**src/rtl/harris_pkg.sv**
```systemverilog
// harris_pkg: shared geometry defaults, clog2 helper and packed coordinate type
package harris_pkg;
    localparam int IMG_WIDTH_DEF  = 256;
    localparam int IMG_HEIGHT_DEF = 256;
    function automatic int clog2(input int v);
        int r;
        r = 0;
        while ((1 << r) < v) r++;
        return r;
    endfunction
    localparam int X_W = clog2(IMG_WIDTH_DEF);
    localparam int Y_W = clog2(IMG_HEIGHT_DEF);
    typedef struct packed {
        logic [Y_W-1:0] y;
        logic [X_W-1:0] x;
    } coord_t;
endpackage

```
**src/rtl/corner_coord_fifo.sv**
```systemverilog
// corner_coord_fifo: first-word-fall-through FIFO with a registered head that reads 0 when empty
module corner_coord_fifo
    import harris_pkg::clog2;
#(
    parameter int DEPTH  = 16,
    parameter int DATA_W = 16
) (
    input  logic              clk,
    input  logic              rst,
    input  logic              push_i,
    input  logic              pop_i,
    input  logic [DATA_W-1:0] din_i,
    output logic [DATA_W-1:0] dout_o,
    output logic              full_o,
    output logic              empty_o
);
    localparam int AW = clog2(DEPTH);
    logic [AW:0]       wr_q, wr_d, rd_q, rd_d;
    logic [DATA_W-1:0] head_q, head_d;
    logic [DATA_W-1:0] mem_q [DEPTH];
    logic              do_push, do_pop;
    assign empty_o = wr_q == rd_q;
    assign full_o  = (wr_q[AW-1:0] == rd_q[AW-1:0]) && (wr_q[AW] != rd_q[AW]);
    assign dout_o  = head_q;
    always_comb begin
        do_pop  = pop_i && !empty_o;
        do_push = push_i && (!full_o || do_pop);
        wr_d    = wr_q + (AW+1)'(do_push);
        rd_d    = rd_q + (AW+1)'(do_pop);
        // the new head may be the slot being written this very edge
        head_d  = (wr_d == rd_d) ? '0 :
                  (do_push && rd_d[AW-1:0] == wr_q[AW-1:0]) ? din_i : mem_q[rd_d[AW-1:0]];
    end
    always_ff @(posedge clk or posedge rst) begin
        if (rst) begin
            wr_q   <= '0;
            rd_q   <= '0;
            head_q <= '0;
        end else begin
            wr_q   <= wr_d;
            rd_q   <= rd_d;
            head_q <= head_d;
        end
    end
    always_ff @(posedge clk) begin
        if (do_push) mem_q[wr_q[AW-1:0]] <= din_i;
    end
endmodule

```
**src/rtl/harris_corner_collector.sv**
```systemverilog
// harris_corner_collector: tracks raster position of harris_corner results and queues corner coordinates
// for a valid/ready reader, with per-frame counts, frame_done and overflow reporting.
module harris_corner_collector
    import harris_pkg::clog2;
#(
    parameter int IMG_WIDTH  = 256,
    parameter int IMG_HEIGHT = 256,
    parameter int FIFO_DEPTH = 16,
    parameter int CNT_W      = 16,
    localparam int X_W       = clog2(IMG_WIDTH),
    localparam int Y_W       = clog2(IMG_HEIGHT)
) (
    input  logic             clk,
    input  logic             rst,
    input  logic             valid_in,
    input  logic             is_corner,
    output logic             coord_valid,
    input  logic             coord_ready,
    output logic [X_W-1:0]   coord_x,
    output logic [Y_W-1:0]   coord_y,
    output logic             frame_done,
    output logic [CNT_W-1:0] corner_count,
    output logic [CNT_W-1:0] drop_count,
    output logic             overflow
);
    logic [X_W-1:0]   x_q, x_d;
    logic [Y_W-1:0]   y_q, y_d;
    logic [CNT_W-1:0] run_q, run_d, cnt_q, cnt_d, drop_q, drop_d;
    logic             ovf_q, fd_q;
    logic             corner, last_x, last, full, empty, pop, drop;
    logic [CNT_W-1:0] run_inc;
    corner_coord_fifo #(
        .DEPTH (FIFO_DEPTH),
        .DATA_W(X_W + Y_W)
    ) u_fifo (
        .clk    (clk),
        .rst    (rst),
        .push_i (corner),
        .pop_i  (coord_ready),
        .din_i  ({y_q, x_q}),
        .dout_o ({coord_y, coord_x}),
        .full_o (full),
        .empty_o(empty)
    );
    assign coord_valid  = !empty;
    assign frame_done   = fd_q;
    assign corner_count = cnt_q;
    assign drop_count   = drop_q;
    assign overflow     = ovf_q;
    always_comb begin
        corner  = valid_in && is_corner;
        last_x  = x_q == X_W'(IMG_WIDTH - 1);
        last    = valid_in && last_x && y_q == Y_W'(IMG_HEIGHT - 1);
        pop     = coord_ready && !empty;
        drop    = corner && full && !pop;
        run_inc = (corner && run_q != '1) ? run_q + CNT_W'(1) : run_q;
        x_d     = !valid_in ? x_q : last_x ? '0 : x_q + X_W'(1);
        y_d     = !(valid_in && last_x) ? y_q : last ? '0 : y_q + Y_W'(1);
        run_d   = last ? '0 : run_inc;
        cnt_d   = last ? run_inc : cnt_q;
        drop_d  = (drop && drop_q != '1) ? drop_q + CNT_W'(1) : drop_q;
    end
    always_ff @(posedge clk or posedge rst) begin
        if (rst) begin
            x_q    <= '0;
            y_q    <= '0;
            run_q  <= '0;
            cnt_q  <= '0;
            drop_q <= '0;
            ovf_q  <= 1'b0;
            fd_q   <= 1'b0;
        end else begin
            x_q    <= x_d;
            y_q    <= y_d;
            run_q  <= run_d;
            cnt_q  <= cnt_d;
            drop_q <= drop_d;
            ovf_q  <= ovf_q || drop;
            fd_q   <= last;
        end
    end
endmodule

```
**config.mk**
```make
export PLATFORM = sky130hd
export DESIGN_NAME = harris_corner_collector
export DESIGN_NICKNAME = d
export VERILOG_FILES = /design/src/rtl/harris_pkg.sv /design/src/rtl/corner_coord_fifo.sv /design/src/rtl/harris_corner_collector.sv
export SDC_FILE = /design/constraint.sdc
export NUM_CORES = 1
export LEC_CHECK = 0
export BUFFER_PORTS_ARGS = -buffer_cell sky130_fd_sc_hd__buf_2
export CAP_MARGIN = 20
export CORE_MARGIN = 4
export CORE_UTILIZATION = 52
export DETAILED_ROUTE_END_ITERATION = 16
export HOLD_SLACK_MARGIN = 0.06
export PLACE_DENSITY = 0.72
export SKIP_LAST_GASP = 1
export SLEW_MARGIN = 10
export SYNTH_ARGS = -nofsm -noshare
export SYNTH_HDL_FRONTEND = slang
export SYNTH_SLANG_ARGS = --single-unit
```
**constraint.sdc**
```tcl
create_clock -name clk -period 2.9 [get_ports clk]
set_input_delay 0.29 -clock clk [delete_from_list [all_inputs] [get_ports clk]]
set_output_delay 0.29 -clock clk [all_outputs]
set_load 0.01 [all_outputs]
```
==> metrics.csv <==
stage,metric,value,unit
synth,async set or reset register ratio after synthesis,0.264,
placement,port bufs,55,
cells_and_area,post-route non-filler standard cell count,1296,
floorplan,DIE HEIGHT,171,um
drt,via count,7589,
drt,DR iter-0 viols,790,
drt,drt pass-1 iters,5,
timing,Worst Slack Setup Final,-0.00957,ns
placement,RD Place Congestion,0.792,
drt,WL final,29100,um
cells_and_area,Multi-input gate area,0.00376,mm2
synth,post-synthesis cell count,800,
timing,Worst Tran Pin Value,0.688,ns
worst_setup_path,critical path capture point type,flip-flop,
cells_and_area,layout cell share with drive strength beyond 1,0.287,
worst_setup_path,worst stage delay on the critical path,0.50,ns
pwr,Max VDD drop,0.576,mV
drt,vias per inst,5.86,
synth,Mapped Area,0.0139,mm2
global_route,GRT Util Overall,0.206,
cells_and_area,final net count,947,
global_route,global-route wire length before repair,45800,um
placement,Cells after DPL,1219,
status,status,"complete, but fails checks",
worst_hold_path,HP Class,input pin to flip-flop,
timing,final critical-path required period,2.91,ns
synth,synth warn,0,
timing,period utilisation layout,1.00,
cts,CTS tree,built,
cts,clk slew on worst S/H paths,0.06,ns
timing,endpoints failing setup,3,
floorplan,Core ar.,0.0261,mm2
timing,final hold violation count,0,
synth,Seq cells post-synth,348,
floorplan,Starting Density,0.531,
drt,antenna-violating nets left,0,
global_route,largest net degree at the start of global routing,93,
cts,clk buf depth,3,
drt,metal3 WL,1650,um
worst_setup_path,most frequent cell on the critical path,buf_12,
worst_setup_path,Worst path slowest cell,mux4_2,
floorplan,# rows,59,
drt,met2 WL,14500,um
drt,DRC,0,
timing,Setup Skew,0.0148,ns
pwr,total power,17.1,mW
floorplan,Ports,56,
floorplan,Die Footprint,0.0293,mm2
timing,Final Slew Violations,0,
cts,total CTS buffers,36,
cells_and_area,n_diodes,0,
worst_setup_path,Crit Path Class,flip-flop to flip-flop,
timing,setup repair after global routing missed its margin,true,
placement,DP Worst Slack,-0.0395,ns
run,MaxCap Viol Count,0,
cts,clk root buf,clkbuf_16,
cells_and_area,Layout area overhead,19.2,%
cts,latest clock arrival within the worst-skew pair,0.51,ns
drt,wire per inst,22.4,um
cells_and_area,# fillers,1851,
worst_setup_path,crit start category,flip-flop,
worst_setup_path,CP Data Required Time,3.30,ns
worst_setup_path,CP cell instances,xor2_2 -> nor4_4 -> nand2_1 -> and2_4 -> ha_4 -> buf_12 -> buf_12 -> buf_16 -> mux4_2 -> a22o_1 -> o21ai_1 -> a21oi_1,
global_route,vias in the first global route,7804,
synth,commonest register cell after synthesis,edfxtp_1,
pwr,pwr/cell area,1030,mW/mm2
cells_and_area,FF+latch area,0.00999,mm2
worst_setup_path,Critical Path AT,3.31,ns
global_route,initial antenna violation count,0,
status,violated checks,setup timing,
synth,syn nets,813,
synth,post-synthesis sequential area ratio,0.720,
cells_and_area,most frequent cells in the layout,"edfxtp_1, dfrtp_1, mux4_2, nand2_1, buf_2",
global_route,total gr overflow,0,
synth,Syn Area/Cell,17.3,um2
pwr,P_leak,6.26,nW
timing,max_slew headroom,0.541,
placement,dpl hpwl,17200,um
synth,number of synthesized flops with an enable pin,256,
cts,Max H-tree Level,2,
drt,Met1 Wirelength,12300,um
drt,Highest Signal Layer,met4,
synth,Unique masters post-synth,47,
timing,Hold Slack,0.119,ns
cells_and_area,fin util,0.633,
floorplan,die width,171,um
cts,CTS Sinks,348,
cells_and_area,"commonest non-fill, non-tap cell in the layout",edfxtp_1,
timing,Highest Clock Rate,344,MHz
worst_setup_path,largest fanout on the critical path,5,
==> state kept, by name, indices dropped and copies added (netlist names) <==
name,flops
u_fifo.wr_q,5
x_q,8
y_q,8
u_fifo.rd_q,5
overflow,1
run_q,16
drop_count,16
corner_count,16
u_fifo.dout_o,16
frame_done,1
u_fifo.mem_q,256
==> synthesized netlist by cell type (3+ instances only) <==
cell type	number	share of area
nand4_1	12	0.0054
nor4_1	5	0.0023
nand2b_1	3	0.0014
clkbuf_1	8	0.0022
xor2_1	26	0.016
edfxtp_1	256	0.55
inv_1	12	0.0032
mux4_2	64	0.10
nor3_1	11	0.0040
nor2_1	47	0.013
dfrtp_1	92	0.17
a21oi_1	19	0.0069
a22o_1	32	0.020
mux2i_1	6	0.0043
and4_1	8	0.0051
buf_2	16	0.0058
buf_4	5	0.0027
ha_1	8	0.0072
buf_6	3	0.0024
nand3_1	17	0.0061
o21ai_0	34	0.012
nand2_1	57	0.015
xnor2_1	29	0.018
==> worst max-delay path: cells and delay by family, from the launching register on <==
family          cells  cell delay [ns]
flops               1             0.43
buf+inv             3             0.38
compound gates      3             0.42
simple gates        3             0.54
fa+ha+maj           1             0.32
mux                 1             0.50
xor+xnor            1             0.19
==> power breakdown <==
part           internal (mW)  leakage, nW  total (mW)  switching [mW]
combinational           3.26         2.05        6.39            3.13
clock                   2.67        0.576        4.47            1.80
sequential              5.99         3.63        6.20           0.211
total                   11.9         6.26        17.1            5.15
==> path summary, 6_finish.rpt <==
path | cells after the start | startpoint | slack [ns] | endpoint
worst max register to register | 12 | u_fifo.rd_q[0]$_DFF_PP0_ | -0.01 | u_fifo.dout_o[8]$_DFF_PP0_
worst min register to register | 2 | corner_count[13]$_DFFE_PP0P_ | 0.47 | corner_count[13]$_DFFE_PP0P_
worst min-delay path | 2 | valid_in | 0.12 | x_q[0]$_DFFE_PP0P_
worst max-delay path | 12 | u_fifo.rd_q[0]$_DFF_PP0_ | -0.01 | u_fifo.dout_o[8]$_DFF_PP0_
max in group asynchronous | 4 | rst | 2.05 | u_fifo.rd_q[2]$_DFF_PP0_
min in group asynchronous | 4 | rst | 0.46 | corner_count[0]$_DFFE_PP0P_
==> logic make-up after synthesis <==
kind of cell | Yosys count | synth area share
fa+ha+maj | 8 | 0.00722
mux | 71 | 0.109
buf+inv | 46 | 0.0169
simple gates | 177 | 0.0651
xor+xnor | 57 | 0.0375
compound gates | 93 | 0.0438
flops | 348 | 0.720
==> per-layer routing <==
metal	global-route usage	vias up
li1	-	3369
met1	0.297	3919
met2	0.337	249
met3	0.0326	52
met4	0.0517	0
met5	0	-
==> stage by stage <==
step / setup TNS [ns] / area, um2
after floorplan: -9.11 / 14000
after global placement: 0 / 15100
final: -0.0223 / 16500
after detailed placement: -0.0395 / 15100
after CTS: -0.0368 / 16500
after global routing: -1.74 / 16500
==> area by class of cell <==
class                   instances  share of cell area
repair buffers                128              0.0690
well taps                     335              0.0254
multi-input cells             406               0.228
clock buffers                  50              0.0626
inverters                      14             0.00333
clock inverters                15             0.00764
flip-flops and latches        348               0.604
==> timing repair <==
| action | 4_1_cts | 5_1_grt |
|---|---|---|
| hold buffers | 1 | 0 |
| buffers inserted | 4 | 3 |
| pin swaps | 6 | 6 |
| gates resized for setup | 8 | 11 |
| endpoints found under the hold margin | 92 | 0 |
| gates cloned | 3 | 1 |
| endpoints found under the setup margin | 12 | 16 |
(Power assumes the default switching activity.)
